`src/rtl/hamming84_encoder.sv`:
```
// Hamming(8,4) encoder with BPSK soft-symbol mapping behind a 2-entry FIFO.
// Define ENC_ERR_INJECT_EN to enable per-message single-symbol sign corruption.
module hamming84_encoder #(
   parameter int AMP = 8
) (
   input  logic                clk,
   input  logic                rst_n,
   input  logic                m_valid,
   output logic                m_ready,
   input  logic [3:0]          m,
   output logic                r_valid,
   input  logic                r_ready,
   output logic signed [5:0]   r [0:7],
   output logic [15:0]         cw_count,
   input  logic                err_en,
   input  logic [2:0]          err_pos
);

   localparam logic signed [5:0] SYM_POS = 6'(AMP);
   localparam logic signed [5:0] SYM_NEG = -SYM_POS;

   // Bit i of the result is code bit c_i.
   function automatic logic [7:0] encode_bits(input logic [3:0] msg);
      logic [7:0] c;
      c[3:0] = msg;
      c[4]   = msg[0] ^ msg[1] ^ msg[2];
      c[5]   = msg[0] ^ msg[1] ^ msg[3];
      c[6]   = msg[1] ^ msg[2] ^ msg[3];
      c[7]   = msg[0] ^ msg[2] ^ msg[3];
      return c;
   endfunction

   function automatic logic signed [5:0] map_sym(input logic b);
      return b ? SYM_POS : SYM_NEG;
   endfunction

   logic [1:0] occ;
   logic [1:0] occ_next;
   logic       wr_ptr;
   logic       rd_ptr;
   logic       rd_next;
   logic [7:0] mem [0:1];

   logic       push_p0;
   logic       pop_p0;
   logic [7:0] inj_p0;
   logic [7:0] cw_p0;
   logic [7:0] head_p0;

   assign m_ready = (occ < 2'd2);
   assign r_valid = (occ != 2'd0);

   assign push_p0 = m_valid && m_ready;
   assign pop_p0  = r_valid && r_ready;

`ifdef ENC_ERR_INJECT_EN
   // Flipping a code bit is exactly a sign negation of its symbol.
   assign inj_p0 = err_en ? (8'b1 << err_pos) : 8'b0;
`else
   logic unused_err;
   assign unused_err = ^{err_en, err_pos};
   assign inj_p0     = 8'b0;
`endif

   assign cw_p0   = encode_bits(m) ^ inj_p0;
   assign rd_next = rd_ptr ^ pop_p0;

   always_comb begin
      occ_next = occ;
      if (push_p0 && !pop_p0)
         occ_next = occ + 2'd1;
      else if (pop_p0 && !push_p0)
         occ_next = occ - 2'd1;
   end

   // A word written this edge bypasses storage when it becomes the new head.
   assign head_p0 = (push_p0 && (rd_next == wr_ptr)) ? cw_p0 : mem[rd_next];

   // ---- stage p0 -> registered FIFO state and head output ----
   always_ff @(posedge clk or negedge rst_n) begin
      if (!rst_n) begin
         occ      <= 2'd0;
         wr_ptr   <= 1'b0;
         rd_ptr   <= 1'b0;
         cw_count <= 16'd0;
         for (int j = 0; j < 2; j++)
            mem[j] <= 8'd0;
         for (int i = 0; i < 8; i++)
            r[i] <= 6'sd0;
      end else begin
         occ <= occ_next;
         if (push_p0) begin
            mem[wr_ptr] <= cw_p0;
            wr_ptr      <= ~wr_ptr;
         end
         if (pop_p0) begin
            rd_ptr   <= rd_next;
            cw_count <= cw_count + 16'd1;
         end
         // r only moves when the head changes; an emptying pop leaves it as-is.
         if ((push_p0 || pop_p0) && (occ_next != 2'd0)) begin
            for (int i = 0; i < 8; i++)
               r[i] <= map_sym(head_p0[i]);
         end
      end
   end

endmodule

```
`config.mk`:
```
export PLATFORM = sky130hd
export DESIGN_NAME = hamming84_encoder
export DESIGN_NICKNAME = d
export VERILOG_FILES = /design/src/rtl/hamming84_encoder.sv
export SDC_FILE = /design/constraint.sdc
export NUM_CORES = 1
export LEC_CHECK = 0
export ABC_CLOCK_PERIOD_IN_PS = 6700
export CORE_UTILIZATION = 30
export DETAILED_ROUTE_END_ITERATION = 7
export PLACE_DENSITY = 0.6
export SLEW_MARGIN = 5
export SYNTH_ARGS = -nofsm -noshare
export SYNTH_HDL_FRONTEND = slang
export SYNTH_SLANG_ARGS = --single-unit
```
`constraint.sdc`:
```
create_clock -name clk -period 6.7 [get_ports clk]
set_clock_uncertainty 0.1 [all_clocks]
set_input_delay 1.34 -clock clk [delete_from_list [all_inputs] [get_ports clk]]
set_output_delay 1.34 -clock clk [all_outputs]
set_load 0.02 [all_outputs]
```
==> impl_metrics.csv, run 1 <==
group,metric,value,unit
detailed_routing,ant_nets,0,
critical_path,r2r_slack,4.06,ns
synth,synth_area,2370,um2
timing,whs,0.364,ns
synth,synth-seq-area-share,47.6,%
global_routing,globalRouteMet2Util,16.2,%
power_and_ir_drop,p_leak,1.29,nW
global_routing,overflow,0,
timing,timing.fmax,281,MHz
clock_tree,insertion_delay,0.29,ns
clock_tree,cts_tree,"yes",
critical_path,cp.buffers_inverters,1,
die,die_y,90.8,um
cells_and_area,fin_nets,258,
critical_path,crit_fanout,13,
critical_path,end_kind,"flip-flop",
clock_tree,cts_resized,0,
clock_tree,post_cts_buffers,0,
timing,fin_crit_sh,53.1,%
cells_and_area,antenna_cells_inserted,0,
global_routing,grt_use_met3,2.86,%
power_and_ir_drop,vdd_drop_max,0.000208,V
synth,synth.distinct_cells,28,
cells_and_area,area_growth,20.7,%
critical_path,cp.required,6.78,ns
die,io_pins,78,
critical_path,crit_cells,5,
cells_and_area,finalInstanceArea,2860,um2
timing,max-slew-margin-rel,34.1,%
critical_path,cp_cell_sequence,"clkdlybuf4s50_1 -> nor2b_1 -> a21oi_1 -> a311oi_2 -> mux2_2",
global_routing,grt_max_degree,46,
die,core_area,7690,um2
global_routing,grt_pass1_wl,6830,um
timing,worst_slew_pin_slew,0.988,ns
detailed_routing,drcViolationCount,0,
detailed_routing,routed_wirelength,3960,um
critical_path,cp_top_family,"compound AO/OA/AOI/OAI gates",
placed_design,port_buffers,49,
global_routing,top_usage_layer,"met2",
synth,yosys_warnings,0,
clock_tree,hold_buffers,0,
min_path,min_to,"cw_count[15]$_DFFE_PN0P_",
detailed_routing,dr.pass1.iters,4,
timing,finalSetupViolCount,0,
timing,hold_viol,0,
cells_and_area,drive_above_1_share,12.2,%
min_path,holdPathStages,1,
clock_tree,htreeDepth,2,
clock_tree,cts.sinks,45,
detailed_routing,viasPerCell,4.20,
placed_design,placed_area,2740,um2
placed_design,gp_congestion,0.654,
critical_path,critPathSlowestCell,"a311oi_2",
clock_tree,clockBufferDepth,2,
die,die_area,8250,um2
synth,syn_inst,210,
min_path,hp-start,"cw_count[15]$_DFFE_PN0P_",
global_routing,grt_use_met1,14.0,%
global_routing,gr-usage-all-layers,10.4,%
timing,fin_tns_setup,0,ns
critical_path,r2r-end,"r[28]$_DFFE_PN0P_",
run_status,outcome,"completed",
critical_path,rr_worst_depth,7,
detailed_routing,wl_per_cell,11.4,um
critical_path,worstSetupPathType,"in -> reg",
synth,ys_seq_elements,45,
synth,syn_avg_cell_area,11.3,um2
power_and_ir_drop,p_per_area,439,nW/um2
detailed_routing,vias,1456,
die,fp.dieW,90.8,um
critical_path,reg2reg_from,"occ[0]$_DFF_PN0_",
detailed_routing,first_iter_violations,39,
timing,drv_slew,0,
timing,rsz0062_at_grt,"false",
critical_path,cpPeakStageDelay,0.86,ns
clock_tree,cts_buffers,5,
critical_path,start_kind,"primary input",
die,rows,32,
global_routing,antenna_found_initial,0,
die,initial_utilization,30.8,%
min_path,hold_class,"reg -> reg",
job,drv_cap,0,
global_routing,grt_pass1_vias,1397,
cells_and_area,n_fill_cell,776,
clock_tree,clockRootBuffer,"clkbuf_8",
clock_tree,clk_pin_slew_worst_paths,0.08,ns
timing,fin_crit,3.56,ns
placed_design,dp_hpwl,2740,um
critical_path,crit_arrival,3.64,ns
## final cells by class
class	instances	area (um2)	area share (%)
flip-flops and latches	45	1130	39.4
multi-input cells	138	978	34.3
repair buffers	50	493	17.3
well taps	102	128	4.47
clock buffers	7	86.3	3.02
clock inverters	1	30.0	1.05
inverters	4	15.0	0.526
## worst max-delay path by stage
stage,start,to,slack [ns]
floorplan,r_ready,r[46]$_DFFE_PN0P_,3.77
global placement,m_valid,r[28]$_DFFE_PN0P_,2.76
detailed placement,m_valid,r[40]$_DFFE_PN0P_,2.72
CTS,m_valid,r[28]$_DFFE_PN0P_,3.05
global route,m_valid,r[40]$_DFFE_PN0P_,2.99
finish,m_valid,r[28]$_DFFE_PN0P_,3.14
## Yosys cell counts
library cell,count,area [um2]
and3_1,3,18.8
nand2b_1,1,6.26
nand3_1,4,20.0
mux2_4,2,30.0
xor2_1,7,61.3
mux2i_1,13,130
nor3_1,1,5.00
inv_1,4,15.0
a22oi_1,1,7.51
nand2_1,16,60.1
o21ai_0,8,40.0
buf_2,1,5.00
clkbuf_1,3,11.3
nand4_1,4,25.0
a21oi_1,5,25.0
xnor2_1,17,149
nor2b_1,2,12.5
dfrtp_1,45,1130
or2_2,1,6.26
mux2_2,16,180
xnor2_4,1,27.5
a311oi_1,1,8.76
nor2_1,7,26.3
and4_1,2,17.5
conb_1,1,3.75
buf_6,2,22.5
buf_4,40,300
ha_1,2,25.0
## per-stage QoR
stage	setup slack [ns]	utilization, %	std cells	total power [mW]
3_5_place_dp	2.72	35.6	339	1.06
4_1_cts	3.05	37.2	347	1.28
6_report	3.14	37.2	347	1.25
5_1_grt	2.99	37.2	347	1.35
2_1_floorplan	3.77	-	233	0.894
3_3_place_gp	2.76	35.6	339	1.04
## flip-flops by register name (all words and copies together), names as in the netlist
signal	cells
cw_count	16
mem	16
r	9
occ	2
rd_ptr	1
wr_ptr	1
## where the power goes
| group | internal [mW] | switching [mW] |
|---|---|---|
| combinational | 0.303 | 0.295 |
| clock | 0.122 | 0.0875 |
| sequential | 0.375 | 0.0728 |
| total | 0.800 | 0.455 |
## layout by cell type, fill, tap and decap left out, types with 2 or more instances in the layout
cell	n
clkbuf_8	6
conb_1	24
dfrtp_1	45
clkdlybuf4s50_1	48
inv_1	4
nand2_1	16
xor2_1	7
ha_1	2
and3_1	3
nor2_1	7
nor2b_1	2
and4_1	2
nand4_1	4
mux2i_1	13
nand3_1	4
xnor2_1	17
a21oi_1	5
mux2_2	16
mux2_4	2
o21ai_0	8
## routing by layer
metal	up-vias	routed length (um)
met1	693	1900
met3	2	245
met5	-	0
met4	0	19
li1	702	-
met2	59	1800
## kinds of logic (layout without fill, tap and decap cells)
group                      Yosys count  in the layout  share of synthesized area (%)
other                                1             24                          0.158
and+or+nand+nor                     41             41                           8.36
muxes                               31             31                           14.4
xor gates and xnor gates            25             25                           10.0
DFF                                 45             45                           47.6
adders and majority gates            2              2                           1.06
AOI/OAI and AO/OA                   15             15                           3.44
buffers and inverters               50             62                           15.0
Note: power is estimated with default switching activity, not from simulation.
==> inputs of run 2 (changes only) <==
- ABC_CLOCK_PERIOD_IN_PS: 6700 -> 3480
- clock period: 6.7 -> 3.48 ns (I/O delays scaled with it)
==> run 2 against run 1 <==
  * Final cell count rose by 0.86%
  * Clock-buffer cell count fell by 2
  * Final area rose by 0.61%
  * Combinational power rose by 96%
  * Worst setup slack got worse by 2.2 ns
  * Global-route usage rose by 0.45 points
  * Via count fell by 1.4%
  * Register-to-register slack got worse by 3.0 ns
  * Sequential share of layout area fell by 0.24 points
  * Critical endpoint is now r[46]$_DFFE_PN0P_
  * Largest power group unchanged
==> impl_metrics.csv, run 2 (synthesis gave the netlist of run 1 again) <==
group,metric,value,unit
run_status,outcome,"completed",
power_and_ir_drop,p_per_area,840,nW/um2
die,die_y,90.8,um
die,die_area,8250,um2
power_and_ir_drop,vdd_drop_max,0.000371,V
cells_and_area,stdcell_count,350,
timing,hold_viol,0,
timing,max-slew-margin-rel,32.9,%
clock_tree,cts_resized,0,
timing,fin_crit_sh,73.9,%
clock_tree,cts.sinks,45,
timing,worst_slew_pin_slew,1.01,ns
clock_tree,clk_pin_slew_worst_paths,0.08,ns
die,rows,32,
die,io_pins,78,
global_routing,gr-usage-all-layers,10.8,%
critical_path,end_kind,"flip-flop",
cells_and_area,area.sequential,1130,um2
cells_and_area,fin_nets,262,
placed_design,dp_cells,343,
clock_tree,insertion_delay,0.30,ns
cells_and_area,fin_util,37.4,%
global_routing,antenna_found_initial,0,
detailed_routing,dr.pass1.iters,4,
cells_and_area,reg_top3,"cw_count (16), mem (16), r (9)",
critical_path,worstSetupPathType,"in -> reg",
clock_tree,clockRootBuffer,"clkbuf_8",
detailed_routing,wl_per_cell,11.5,um
timing,whs,0.368,ns
detailed_routing,dr_wl_met3,283,um
placed_design,placed_area,2770,um2
global_routing,grt_pass1_vias,1428,
cells_and_area,layout_common_cells,"48 x clkdlybuf4s50_1, 45 x dfrtp_1, 24 x conb_1",
timing,fin_crit,2.57,ns
cells_and_area,multi_input_area,978,um2
timing,rsz0062_at_grt,"false",
power_and_ir_drop,finalPower,2.41,mW
timing,drv_slew,0,
detailed_routing,first_iter_violations,32,
critical_path,crit_arrival,2.65,ns
die,initial_utilization,30.8,%
die,core_area,7690,um2
min_path,hold_class,"reg -> reg",
detailed_routing,ant_nets,0,
job,drv_cap,0,
placed_design,dp_hpwl,2740,um
placed_design,gp_congestion,0.648,
placed_design,port_buffers,49,
clock_tree,htreeDepth,2,
power_and_ir_drop,p_leak,1.30,nW
clock_tree,hold_buffers,0,
cells_and_area,drive_above_1_share,13.7,%
global_routing,overflow,0,
detailed_routing,vias,1436,
detailed_routing,dr_wl_met2,1800,um
global_routing,grt_max_degree,46,
clock_tree,cts_buffers,5,
clock_tree,clockBufferDepth,2,
detailed_routing,drcViolationCount,0,
detailed_routing,viasPerCell,4.10,
detailed_routing,met1_length,1900,um
timing,setup_ws,0.910,ns
timing,fin_tns_setup,0,ns
cells_and_area,area_growth,21.5,%
critical_path,cp.required,3.56,ns
timing,finalSetupViolCount,0,
detailed_routing,highest-signal-layer,"met4",
die,fp.dieW,90.8,um
cells_and_area,antenna_cells_inserted,0,
placed_design,pre_cts_ws,0.549,ns
cells_and_area,n_fill_cell,766,
global_routing,grt_pass1_wl,6970,um
cells_and_area,finalInstanceArea,2870,um2
cells_and_area,final_common_cell,"clkdlybuf4s50_1",
clock_tree,cts_tree,"yes",
detailed_routing,routed_wirelength,4010,um
timing,timing.fmax,389,MHz
clock_tree,post_cts_buffers,0,
critical_path,crit_fanout,15,
critical_path,start_kind,"primary input",
-- run 2: cell types whose count changed in the layout (fill, tap and decap cells not counted) --
cell	previous run	this run
clkbuf_1	1	0
buf_4	1	5
clkinv_2	0	1
clkbuf_8	6	5
-- run 2: worst max-delay path, cell delays in order --
cell and delay [ns]:
clkdlybuf4s50_1 0.39, nor2b_1 0.12, buf_4 0.20, xnor2_4 0.40, mux2_4 0.43, mux2i_1 0.15
mux2_4 0.26
-- run 2: path summary, 6_finish.rpt --
kind,start,endpoint,slack (ns),cells after the start
max,r_ready,r[46]$_DFFE_PN0P_,0.91,7
min reg2reg,cw_count[15]$_DFFE_PN0P_,cw_count[15]$_DFFE_PN0P_,0.37,1
max reg2reg,occ[0]$_DFF_PN0_,r[46]$_DFFE_PN0P_,1.09,8
min in group asynchronous,rst_n,cw_count[11]$_DFFE_PN0P_,0.47,1
min,cw_count[15]$_DFFE_PN0P_,cw_count[15]$_DFFE_PN0P_,0.37,1
max in group asynchronous,rst_n,r[34]$_DFFE_PN0P_,2.19,1
-- run 2: area by class of cell --
type                    count  share of cell area [%]
clock buffers               5                    2.39
well taps                 102                    4.44
repair buffers             54                    18.2
multi-input cells         138                    34.0
clock inverters             2                    1.22
flip-flops and latches     45                    39.2
inverters                   4                   0.522
-- run 2: power by group --
| part | leakage, nW | switching (mW) | internal [mW] |
|---|---|---|---|
| logic | 0.699 | 0.568 | 0.604 |
| registers | 0.549 | 0.138 | 0.722 |
| clock network | 0.0540 | 0.174 | 0.209 |
-- run 2: layer usage --
layer  vias up  global-route usage, %
met1       672                   14.3
li1        704                      -
met5         -                      0
met2        58                   16.7
met4         0                   3.17
met3         2                   3.79
==> inputs of run 3 (changes only) <==
- ABC_CLOCK_PERIOD_IN_PS: 3480 -> 2100
- PLACE_DENSITY: 0.6 -> 0.62
- clock period: 3.48 -> 2.1 ns (I/O delays scaled with it)
==> run 3 against run 2 <==
  * Sequential cell count stayed put
  * Largest power group unchanged
  * Total power rose by 69%
  * Critical endpoint is now r_valid
  * Largest cell class unchanged
  * Critical path depth shrank 3
==> impl_metrics.csv, run 3 (synthesis gave the netlist of run 1 again) <==
group,metric,value,unit
placed_design,port_buffers,49,
timing,fin_tns_setup,0,ns
critical_path,cp_top_family,"buffers and inverters",
power_and_ir_drop,vdd_drop_max,0.000747,V
critical_path,r2r_slack,0.11,ns
die,rows,32,
cells_and_area,fin_nets,279,
timing,fin_crit,2.03,ns
die,io_pins,78,
placed_design,placed_area,2920,um2
timing,finalSetupViolCount,0,
clock_tree,cts.sinks,45,
detailed_routing,viasPerCell,4.11,
global_routing,antenna_found_initial,0,
die,initial_utilization,30.8,%
timing,setup_ws,0.0747,ns
clock_tree,htreeDepth,2,
run_status,outcome,"completed",
clock_tree,clockRootBuffer,"clkbuf_8",
placed_design,dp_hpwl,2950,um
cells_and_area,layout_common_cells,"48 x clkdlybuf4s50_1, 45 x dfrtp_1, 24 x conb_1",
job,drv_cap,0,
detailed_routing,dr.pass1.iters,4,
global_routing,grt_max_degree,46,
cells_and_area,stdcell_count,367,
cells_and_area,finalInstanceArea,3020,um2
critical_path,start_kind,"flip-flop",
critical_path,cp.required,1.58,ns
clock_tree,clk_pin_slew_worst_paths,0.08,ns
cells_and_area,fin_util,39.3,%
placed_design,dp_cells,358,
critical_path,cp.buffers_inverters,3,
critical_path,cpPeakStageDelay,0.59,ns
die,fp.dieW,90.8,um
detailed_routing,first_iter_violations,78,
global_routing,grt_pass1_vias,1395,
die,core_area,7690,um2
timing,drv_slew,0,
critical_path,cp_cell_sequence,"inv_2 -> ha_4 -> inv_1 -> clkdlybuf4s50_1",
critical_path,crit_fanout,3,
cells_and_area,reg_top3,"cw_count (16), mem (16), r (9)",
detailed_routing,vias,1510,
detailed_routing,ant_nets,0,
min_path,hold_class,"reg -> reg",
timing,whs,0.376,ns
global_routing,gr-usage-all-layers,10.4,%
power_and_ir_drop,p_per_area,1350,nW/um2
clock_tree,cts_buffers,5,
placed_design,pre_cts_ws,-0.209,ns
timing,hold_viol,0,
die,die_y,90.8,um
detailed_routing,drcViolationCount,0,
timing,fin_crit_sh,96.4,%
timing,timing.fmax,494,MHz
power_and_ir_drop,p_leak,1.38,nW
global_routing,grt_pass1_wl,6820,um
cells_and_area,drive_above_1_share,19.6,%
power_and_ir_drop,finalPower,4.08,mW
placed_design,gp_congestion,0.691,
cells_and_area,antenna_cells_inserted,0,
clock_tree,cts_tree,"yes",
critical_path,end_kind,"primary output",
cells_and_area,final_common_cell,"clkdlybuf4s50_1",
critical_path,worstSetupPathType,"reg -> out",
critical_path,crit_arrival,1.51,ns
clock_tree,cts_resized,0,
detailed_routing,routed_wirelength,4090,um
die,die_area,8250,um2
global_routing,overflow,0,
critical_path,critPathSlowestCell,"clkdlybuf4s50_1",
clock_tree,clockBufferDepth,2,
cells_and_area,area_growth,27.8,%
clock_tree,insertion_delay,0.29,ns
timing,rsz0062_at_grt,"false",
detailed_routing,wl_per_cell,11.1,um
==> run 3: cell types whose count changed in the layout (fill, tap and decap cells not counted), moves of 2 or more <==
cell	change
buf_12	+2
buf_4	+14
inv_1	-2
inv_2	+2
==> run 3: path summary, 6_finish.rpt <==
kind | depth (start not counted) | start | end
worst min-delay path | 1 | cw_count[15]$_DFFE_PN0P_ | cw_count[15]$_DFFE_PN0P_
min in group asynchronous | 3 | rst_n | cw_count[11]$_DFFE_PN0P_
max in group asynchronous | 3 | rst_n | mem[3]$_DFFE_PN0P_
worst max register to register | 9 | occ[0]$_DFF_PN0_ | r[10]$_DFFE_PN0P_
worst min register to register | 1 | cw_count[15]$_DFFE_PN0P_ | cw_count[15]$_DFFE_PN0P_
worst max-delay path | 4 | occ[0]$_DFF_PN0_ | r_valid
==> run 3: layer usage <==
metal	routed length, um	GRT usage [%]	up-vias	part of all wire (%)
met5	0	0	-	0
met4	39	2.78	0	0.95
met1	1960	14.1	707	48
met2	1860	16.4	54	45
met3	230	2.69	5	5.6
li1	-	-	744	-
==> run 3: repair_timing <==
item,4_1_cts,5_1_grt
hold endpoints to repair,5,0
buffers inserted,0,1
hold buffers,1,0
endpoints found under the setup margin,0,9
==> run 3: power by group <==
group	internal (mW)	switching [mW]	total, mW
Clock	0.261	0.270	0.531
Combinational	1.15	0.974	2.12
Sequential	1.20	0.231	1.43
Total	2.61	1.47	4.08
==> run 3: layout make-up <==
class / instances / area (um2)
Clock buffer: 7 / 86.3
Fill cell: 746 / 4660
Inverter: 4 / 15.0
Tap cell: 102 / 128
Multi-Input combinational cell: 138 / 991
Timing Repair Buffer: 71 / 678
Sequential cell: 45 / 1130
==> run 3: worst register-to-register path: stages (launching register included) <==
cell	delay [ns]
dfrtp_1	0.39
inv_2	0.10
ha_4	0.14
nor2b_1	0.04
buf_4	0.16
xnor2_4	0.18
mux2_4	0.37
buf_12	0.15
mux2i_1	0.16
a21oi_1	0.09
